`src/rtl/pipe_hazard_ctrl.sv`:
```
// rtl/pipe_hazard_ctrl.sv - stall/flush controller for the five-stage pipeline
// Decides load/hold/bubble for PC and stage registers; keeps perf counters.
module pipe_hazard_ctrl #(
   parameter int RegIdWidth = 5,
   parameter int TIMEOUT    = 16,
   parameter int CNT_WIDTH  = 32
) (
   input  logic                  i_clk,
   input  logic                  i_rst,
   input  logic [RegIdWidth-1:0] i_id_rs1,
   input  logic [RegIdWidth-1:0] i_id_rs2,
   input  logic                  i_id_rs1_used,
   input  logic                  i_id_rs2_used,
   input  logic                  i_ex_valid,
   input  logic                  i_ex_is_load,
   input  logic [RegIdWidth-1:0] i_ex_rd,
   input  logic                  i_ex_redirect,
   input  logic                  i_mem_req,
   input  logic                  i_mem_ready,
   output logic                  o_pc_wen,
   output logic                  o_if_id_wen,
   output logic                  o_id_ex_wen,
   output logic                  o_ex_mem_wen,
   output logic                  o_mem_wb_wen,
   output logic                  o_if_id_flush,
   output logic                  o_id_ex_flush,
   output logic                  o_ex_mem_flush,
   output logic                  o_mem_wb_flush,
   output logic                  o_mem_timeout,
   output logic [CNT_WIDTH-1:0]  o_stall_cnt,
   output logic [CNT_WIDTH-1:0]  o_flush_cnt
);

   localparam int WW = $clog2(TIMEOUT) + 1;
   localparam logic [1:0] ST_RUN      = 2'd0;
   localparam logic [1:0] ST_MEM_WAIT = 2'd1;
   localparam logic [1:0] ST_HALT     = 2'd2;
   localparam logic [WW-1:0] WAIT_LAST = WW'(TIMEOUT - 1);

   logic [1:0]           r_state;
   logic [WW-1:0]        r_wait_cnt;
   logic                 r_mem_timeout;
   logic [CNT_WIDTH-1:0] r_stall_cnt;
   logic [CNT_WIDTH-1:0] r_flush_cnt;

   logic w_mem_stall;
   logic w_load_use;
   logic w_halt;
   logic w_redirect_fire;

   assign w_mem_stall = i_mem_req & ~i_mem_ready;
   assign w_load_use  = i_ex_valid & i_ex_is_load & (i_ex_rd != '0) &
                        ((i_id_rs1_used & (i_id_rs1 == i_ex_rd)) |
                         (i_id_rs2_used & (i_id_rs2 == i_ex_rd)));
   // While reset is asserted the outputs behave as in RUN, even from HALT.
   assign w_halt          = (r_state == ST_HALT) & ~i_rst;
   assign w_redirect_fire = ~w_halt & ~w_mem_stall & i_ex_redirect;

   always_comb begin
      o_pc_wen       = 1'b1;
      o_if_id_wen    = 1'b1;
      o_id_ex_wen    = 1'b1;
      o_ex_mem_wen   = 1'b1;
      o_mem_wb_wen   = 1'b1;
      o_if_id_flush  = 1'b0;
      o_id_ex_flush  = 1'b0;
      o_ex_mem_flush = 1'b0;
      o_mem_wb_flush = 1'b0;
      if (w_halt) begin
         o_pc_wen     = 1'b0;
         o_if_id_wen  = 1'b0;
         o_id_ex_wen  = 1'b0;
         o_ex_mem_wen = 1'b0;
         o_mem_wb_wen = 1'b0;
      end else if (w_mem_stall) begin
         o_pc_wen       = 1'b0;
         o_if_id_wen    = 1'b0;
         o_id_ex_wen    = 1'b0;
         o_ex_mem_wen   = 1'b0;
         o_mem_wb_flush = 1'b1;
      end else if (i_ex_redirect) begin
         o_if_id_flush = 1'b1;
         o_id_ex_flush = 1'b1;
      end else if (w_load_use) begin
         o_pc_wen      = 1'b0;
         o_if_id_wen   = 1'b0;
         o_id_ex_flush = 1'b1;
      end
   end

   always_ff @(posedge i_clk) begin
      if (i_rst) begin
         r_state       <= ST_RUN;
         r_wait_cnt    <= '0;
         r_mem_timeout <= 1'b0;
         r_stall_cnt   <= '0;
         r_flush_cnt   <= '0;
      end else begin
         if (!o_pc_wen)
            r_stall_cnt <= r_stall_cnt + CNT_WIDTH'(1);
         if (w_redirect_fire)
            r_flush_cnt <= r_flush_cnt + CNT_WIDTH'(1);
         case (r_state)
            ST_RUN: begin
               if (w_mem_stall) begin
                  r_state    <= ST_MEM_WAIT;
                  r_wait_cnt <= WW'(1);
               end
            end
            ST_MEM_WAIT: begin
               // A dropped request counts as release, same as a response.
               if (!w_mem_stall) begin
                  r_state    <= ST_RUN;
                  r_wait_cnt <= '0;
               end else if (r_wait_cnt == WAIT_LAST) begin
                  r_state       <= ST_HALT;
                  r_mem_timeout <= 1'b1;
               end else begin
                  r_wait_cnt <= r_wait_cnt + WW'(1);
               end
            end
            ST_HALT: r_state <= ST_HALT;
            default: r_state <= ST_RUN;
         endcase
      end
   end

   assign o_mem_timeout = r_mem_timeout;
   assign o_stall_cnt   = r_stall_cnt;
   assign o_flush_cnt   = r_flush_cnt;

endmodule

```
`config.mk`:
```
export PLATFORM = sky130hd
export DESIGN_NAME = pipe_hazard_ctrl
export DESIGN_NICKNAME = d
export VERILOG_FILES = /design/src/rtl/pipe_hazard_ctrl.sv
export SDC_FILE = /design/constraint.sdc
export NUM_CORES = 1
export LEC_CHECK = 0
export CORE_UTILIZATION = 54
export CTS_BUF_LIST = sky130_fd_sc_hd__clkbuf_8
export CTS_CLUSTER_SIZE = 28
export DETAILED_ROUTE_END_ITERATION = 12
export GPL_ROUTABILITY_DRIVEN = 0
export PLACE_DENSITY_LB_ADDON = 0.05
export SYNTH_ARGS = -nofsm -noshare
export SYNTH_HDL_FRONTEND = slang
export SYNTH_SLANG_ARGS = --single-unit
```
`constraint.sdc`:
```
create_clock -name i_clk -period 9 [get_ports i_clk]
set_input_delay 2.7 -clock i_clk [delete_from_list [all_inputs] [get_ports i_clk]]
set_output_delay 2.7 -clock i_clk [all_outputs]
set_load 0.01 [all_outputs]
```
## After elaboration in Yosys (flattened, before gate mapping)

Cells that the tools add are included.

- Flip-flop bits (word level): 72
- Input bits: 24
- Output and inout port bits: 74
- Logic and storage cells: 60

- Add/sub/neg operators: 3
- Equal/unequal tests: 8
- Multiplexer cells: 24
- Bitwise operators: 14
- Reductions and logical operators: 6

Operator list:

| cell | count |
|---|---|
| adder 32 x 1 -> 32 bit, second input constant | 2 |
| 2-to-1 mux 1 bit | 16 |
| 2-to-1 mux 5 bit | 3 |
| equality test 5 bit | 2 |
| one-hot mux 5 bit (2 select lines) | 1 |
| AND 1 bit | 9 |
| 2-to-1 mux 2 bit | 3 |
| != test 3 bit, second input constant | 2 |
| one-hot mux 2 bit (3 select lines) | 1 |
| AND reduction 3 bit | 2 |
| adder 5 x 1 -> 5 bit, second input constant | 1 |
| equality test 5 x 4 -> 1 bit, second input constant | 1 |
| nonzero test 5 bit | 1 |
| inverter 1 bit | 4 |
| equality test 2 x 1 -> 1 bit, second input constant | 1 |
| equality test 2 bit, second input constant | 1 |
| zero test 2 bit | 1 |
| != test 2 bit, second input constant | 1 |
| AND reduction 2 bit | 1 |
| nonzero test 2 bit | 1 |
| OR 1 bit | 1 |

## Logic depth before layout (Yosys ltp)

- Depth after elaboration: 8
- Gate-level depth with buffers: 9
- Gate-level depth less buffers: 9

## Least setup slack after synthesis

Ideal clock, no wire load.

- Path type: in2out
- Start point: in i_ex_rd[1]
- End point: out o_pc_wen
- Arrival time: 4.295 ns
- Data required time: 6.300 ns
- Path slack: 2.005 ns
- Stages on the path: 7
- Buffers on the path: 4
- Cell sequence: or4_1 -> o211ai_1 -> o31a_1 -> buf_6 -> clkbuf_1 -> buf_2 -> buf_4

- Cells in the longest elaborated chain, start to end: 8
- Elaborated cells between the ends (all ways): 12
- Classes of those cells: eq/ne: 2; mux: 4; bitwise: 5; reduce/logical: 1

RTL lines:

| what | line | RTL |
|---|---|---|
| start: declaration | 16 | `input logic [RegIdWidth-1:0] i_ex_rd,` |
| equality test 5 bit, on equally long branches | 53, 54 |  |
| AND 1 bit, on equally long branches | 53, 54 |  |
| OR 1 bit | 53 | `((i_id_rs1_used & (i_id_rs1 == i_ex_rd)) \|` |
| AND 1 bit (*) | 52 | `assign w_load_use = i_ex_valid & i_ex_is_load & (i_ex_rd != '0) &` |
| 2-to-1 mux 1 bit (*) (4 in series) | - |  |
| end: declaration | 20 | `output logic o_pc_wen,` |

Mark *: on every way between the ends. The rest lies on a longest branch, timed or not.

## Worst setup path in the final report

- Start point: in i_ex_rd[1]
- End point: out o_pc_wen

- Cells in the longest elaborated chain, start to end: 8
- Elaborated cells between the ends (all ways): 12
- Classes of those cells: eq/ne: 2; mux: 4; bitwise: 5; reduce/logical: 1

RTL lines:

| what | line | RTL |
|---|---|---|
| equality test 5 bit, on equally long branches | 53, 54 |  |
| AND 1 bit, on equally long branches | 53, 54 |  |
| OR 1 bit | 53 |  |
| AND 1 bit (*) | 52 |  |
| 2-to-1 mux 1 bit (*) | 84 | `end else if (w_load_use) begin` |
| 2-to-1 mux 1 bit (*) | 81 | `end else if (i_ex_redirect) begin` |
| 2-to-1 mux 1 bit (*) | 75 | `end else if (w_mem_stall) begin` |
| 2-to-1 mux 1 bit (*) | 69 | `if (w_halt) begin` |

Marked as above.

==> metrics.md <==
| Metric | Value |
|---|---|
| Async SR Flop Fraction | `0%` |
| CP dominant cell by count | `clkdlybuf4s50_1` |
| Dominant synthesized flop cell | `dfxtp_1` |
| Maximum vdd drop | `0.0000907 V` |
| Routed len/inst | `14.5 um` |
| Pleak | `1.52 nW` |
| Post-synth top area share | `between 40% and 50%` |
| Root buf cell | `clkbuf_8` |
| Area delta synth->final | `31.6%` |
| Global route overflow | `0` |
| Post-DP Area | `~0.0045 mm^2` |
| Clock Path Buffers | `2` |
| EDFF count, synth | `0` |
| CTS sink count | `slightly above 70` |
| Die W | `83.1 um` |
| Max transition margin | `between 20% and 30%` |
| Vias per cell | `between 5 and 6` |
| Top post-synthesis cells by area | `dfxtp_1, xor2_1, nor2_1, a21oi_1, xnor2_1` |
| Critical Path End Type | `primary output` |
| First-pass GRT wire length | `roughly 14000 um` |
| Layout fillers | `a little over 500` |
| Setup TNS | `0 ps` |
| Least-Margin Pin Slew | `between 1000 and 1500 ps` |
| Port buffer count | `96` |
| Final Skew | `approximately 14 ps` |
| Initial detailed-routing violation count | `about 220` |
| CP max stage delay | `600 ps` |
| Setup Crit Path Kind | `input pin to primary output` |
| Post-CTS Hold Buffers | `0` |
| DRC Markers | `0` |
| # IOs | `98` |
| HPWL after DPL | `slightly below 6000 um` |
| CP Data Required Time | `around 6300 ps` |
| DIE AREA | `between 0.006 and 0.007 mm^2` |
| Most frequent cell after synthesis | `dfxtp_1` |
| Startpoint types | `input pin` |
| Vias | `~3400` |
| Synth area leader | `dfxtp_1` |
| Layout Cells excl Fill | `slightly below 600` |
| Clock transition at the registers of the reported paths | `70 ps` |
| Min-delay worst type | `flip-flop to flip-flop` |
| Placed insts | `between 500 and 600` |
| Mapped Cells | `423` |
| FMAX | `around 130 MHz` |
| Row count | `29` |
| Number of global-route vias before repair | `3099` |
| WP data arrival | `approximately 4900 ps` |
| Worst Path Max Fanout | `4` |
| Final min period | `7560 ps` |
| Syn_area_per_cell | `8.40 um^2` |
| First drt pass iteration count | `5` |
| Register bit total from synthesis | `between 70 and 80` |
| Initial antenna violation count | `0` |
| Outcome | `completed` |
| Post-layout instance area | `around 0.0047 mm^2` |
| Final Total Pwr | `0.593 mW` |
| Unique masters post-synth | `between 40 and 50` |
| TritonCTS clock tree | `yes` |
| Cell area after synthesis | `around 0.0036 mm^2` |
| Syn. warnings | `0` |
| Starting Density | `a little under three fifths` |
| Final period util | `roughly 84%` |
| Cell at the slowest stage of the critical path | `clkdlybuf4s50_1` |
| WL final | `approximately 8500 um` |
| Max-slew violations | `0` |
| Total CTS buffers | `9` |
| Post-cts gate resize count | `0` |
| Post-synth top cells | `dfxtp_1, nor2_1, a21oi_1, nand2_1, xor2_1` |
| DIE HEIGHT | `83.1 um` |
| Synthesized Nets | `451` |
| Total track usage | `between 20% and 30%` |
| Seq/Total Area, Yosys | `between 40% and 50%` |
| Post-CTS Setup Repair Bufs | `0` |
| Pwr dens | `127 mW/mm^2` |
| Final hold slack | `481 ps` |
| Nets | `between 500 and 600` |
| Critical path cell sequence | `clkdlybuf4s50_1 > or4_1 > o211ai_1 > o31a_1 > clkdlybuf4s50_1` |
| Largest net degree at the start of global routing | `74` |
| Core box area | `between 0.006 and 0.007 mm^2` |
| Share of layout cells above drive strength 1 | `between 4 and 5%` |
| Post-route ant nets | `0` |
| Skew-Pair Late Insertion Delay | `around 340 ps` |
| RSZ-0062 raised after global routing | `no` |
| CTS HTree Levels | `3` |
| Finish-stage setup viols | `0` |
| Fin. Hold Viols | `0` |
| Antenna diodes | `0` |
| MaxCap Viol Count | `0` |
[layer usage]
layer	GRT usage, %	vias up	wire length, um
met3	7.85	11	568
met1	32.2	1581	3910
met5	0	-	0
met4	7.99	0	109
met2	40.4	109	3920
li1	-	1690	-
[worst max-delay path, delay by kind of cell]
family	cells	cell delay [ps]
AO/OA/AOI/OAI	2	550
buffers and inverters	2	1070
AND/OR/NAND/NOR	1	550
[layout make-up]
cell class,count,area (um^2),area share (%)
clock buffers,11,151,3.24
clock inverters,4,21.3,0.455
inverters,6,22.5,0.482
multi-input cells,321,1970,42.1
flip-flops and latches,72,1440,30.8
well taps,77,96.3,2.06
repair buffers,98,971,20.8
[state kept, by name, summed over array words and instances (netlist names)]
register,count
r_wait_cnt,5
o_stall_cnt,32
r_state,2
o_mem_timeout,1
o_flush_cnt,32
[kinds of logic (layout without fill, tap and decap cells)]
kind of cell | count (synthesis) | in the layout | synth area share [%]
flops | 72 | 72 | 40.6
compound gates | 73 | 73 | 12.0
other cells | 1 | 1 | 0.106
xor+xnor | 43 | 43 | 10.6
simple gates | 195 | 195 | 29.8
mux | 5 | 5 | 1.48
fa+ha+maj | 4 | 4 | 1.41
buf+inv | 30 | 119 | 3.98
[final timing paths]
check,slack (ps),depth (start not counted),end,from
max,1440,5,o_pc_wen,i_ex_rd[1]
min,480,2,o_mem_timeout,o_mem_timeout
max reg2reg,6450,8,o_flush_cnt[26],r_state[0]
min reg2reg,480,2,o_mem_timeout,o_mem_timeout
[metrics by stage]
stage          worst slack [ps]  utilization (%)
6_report                   1440             73.6
5_1_grt                    1350             73.6
4_1_cts                    1430             73.6
3_5_place_dp               1440             70.9
3_3_place_gp               1460             70.9
2_1_floorplan              2000                -
[power breakdown]
group          switching (mW)  internal (mW)
sequential            0.00241          0.320
clock                   0.115          0.112
combinational          0.0224         0.0214
[layout by cell type (no fill, tap or decap), types with 3 or more instances in the layout]
| cell type | count |
|---|---|
| xor2_1 | 29 |
| mux2i_1 | 3 |
| clkbuf_8 | 11 |
| o21ai_0 | 15 |
| nand3_1 | 22 |
| ha_1 | 4 |
| nor2b_1 | 7 |
| nand2_1 | 31 |
| or4_1 | 16 |
| nand2b_1 | 3 |
| o31ai_1 | 15 |
| clkdlybuf4s50_1 | 95 |
| a21oi_1 | 34 |
| nor2_1 | 47 |
| inv_1 | 6 |
| or3_1 | 16 |
| nand4_1 | 17 |
| and4_1 | 8 |
| nor3_1 | 3 |
| dfxtp_1 | 72 |
| and3_1 | 9 |
| xnor2_1 | 14 |
| nor4_1 | 6 |
No activity file was read; power rests on OpenSTA's default activity.
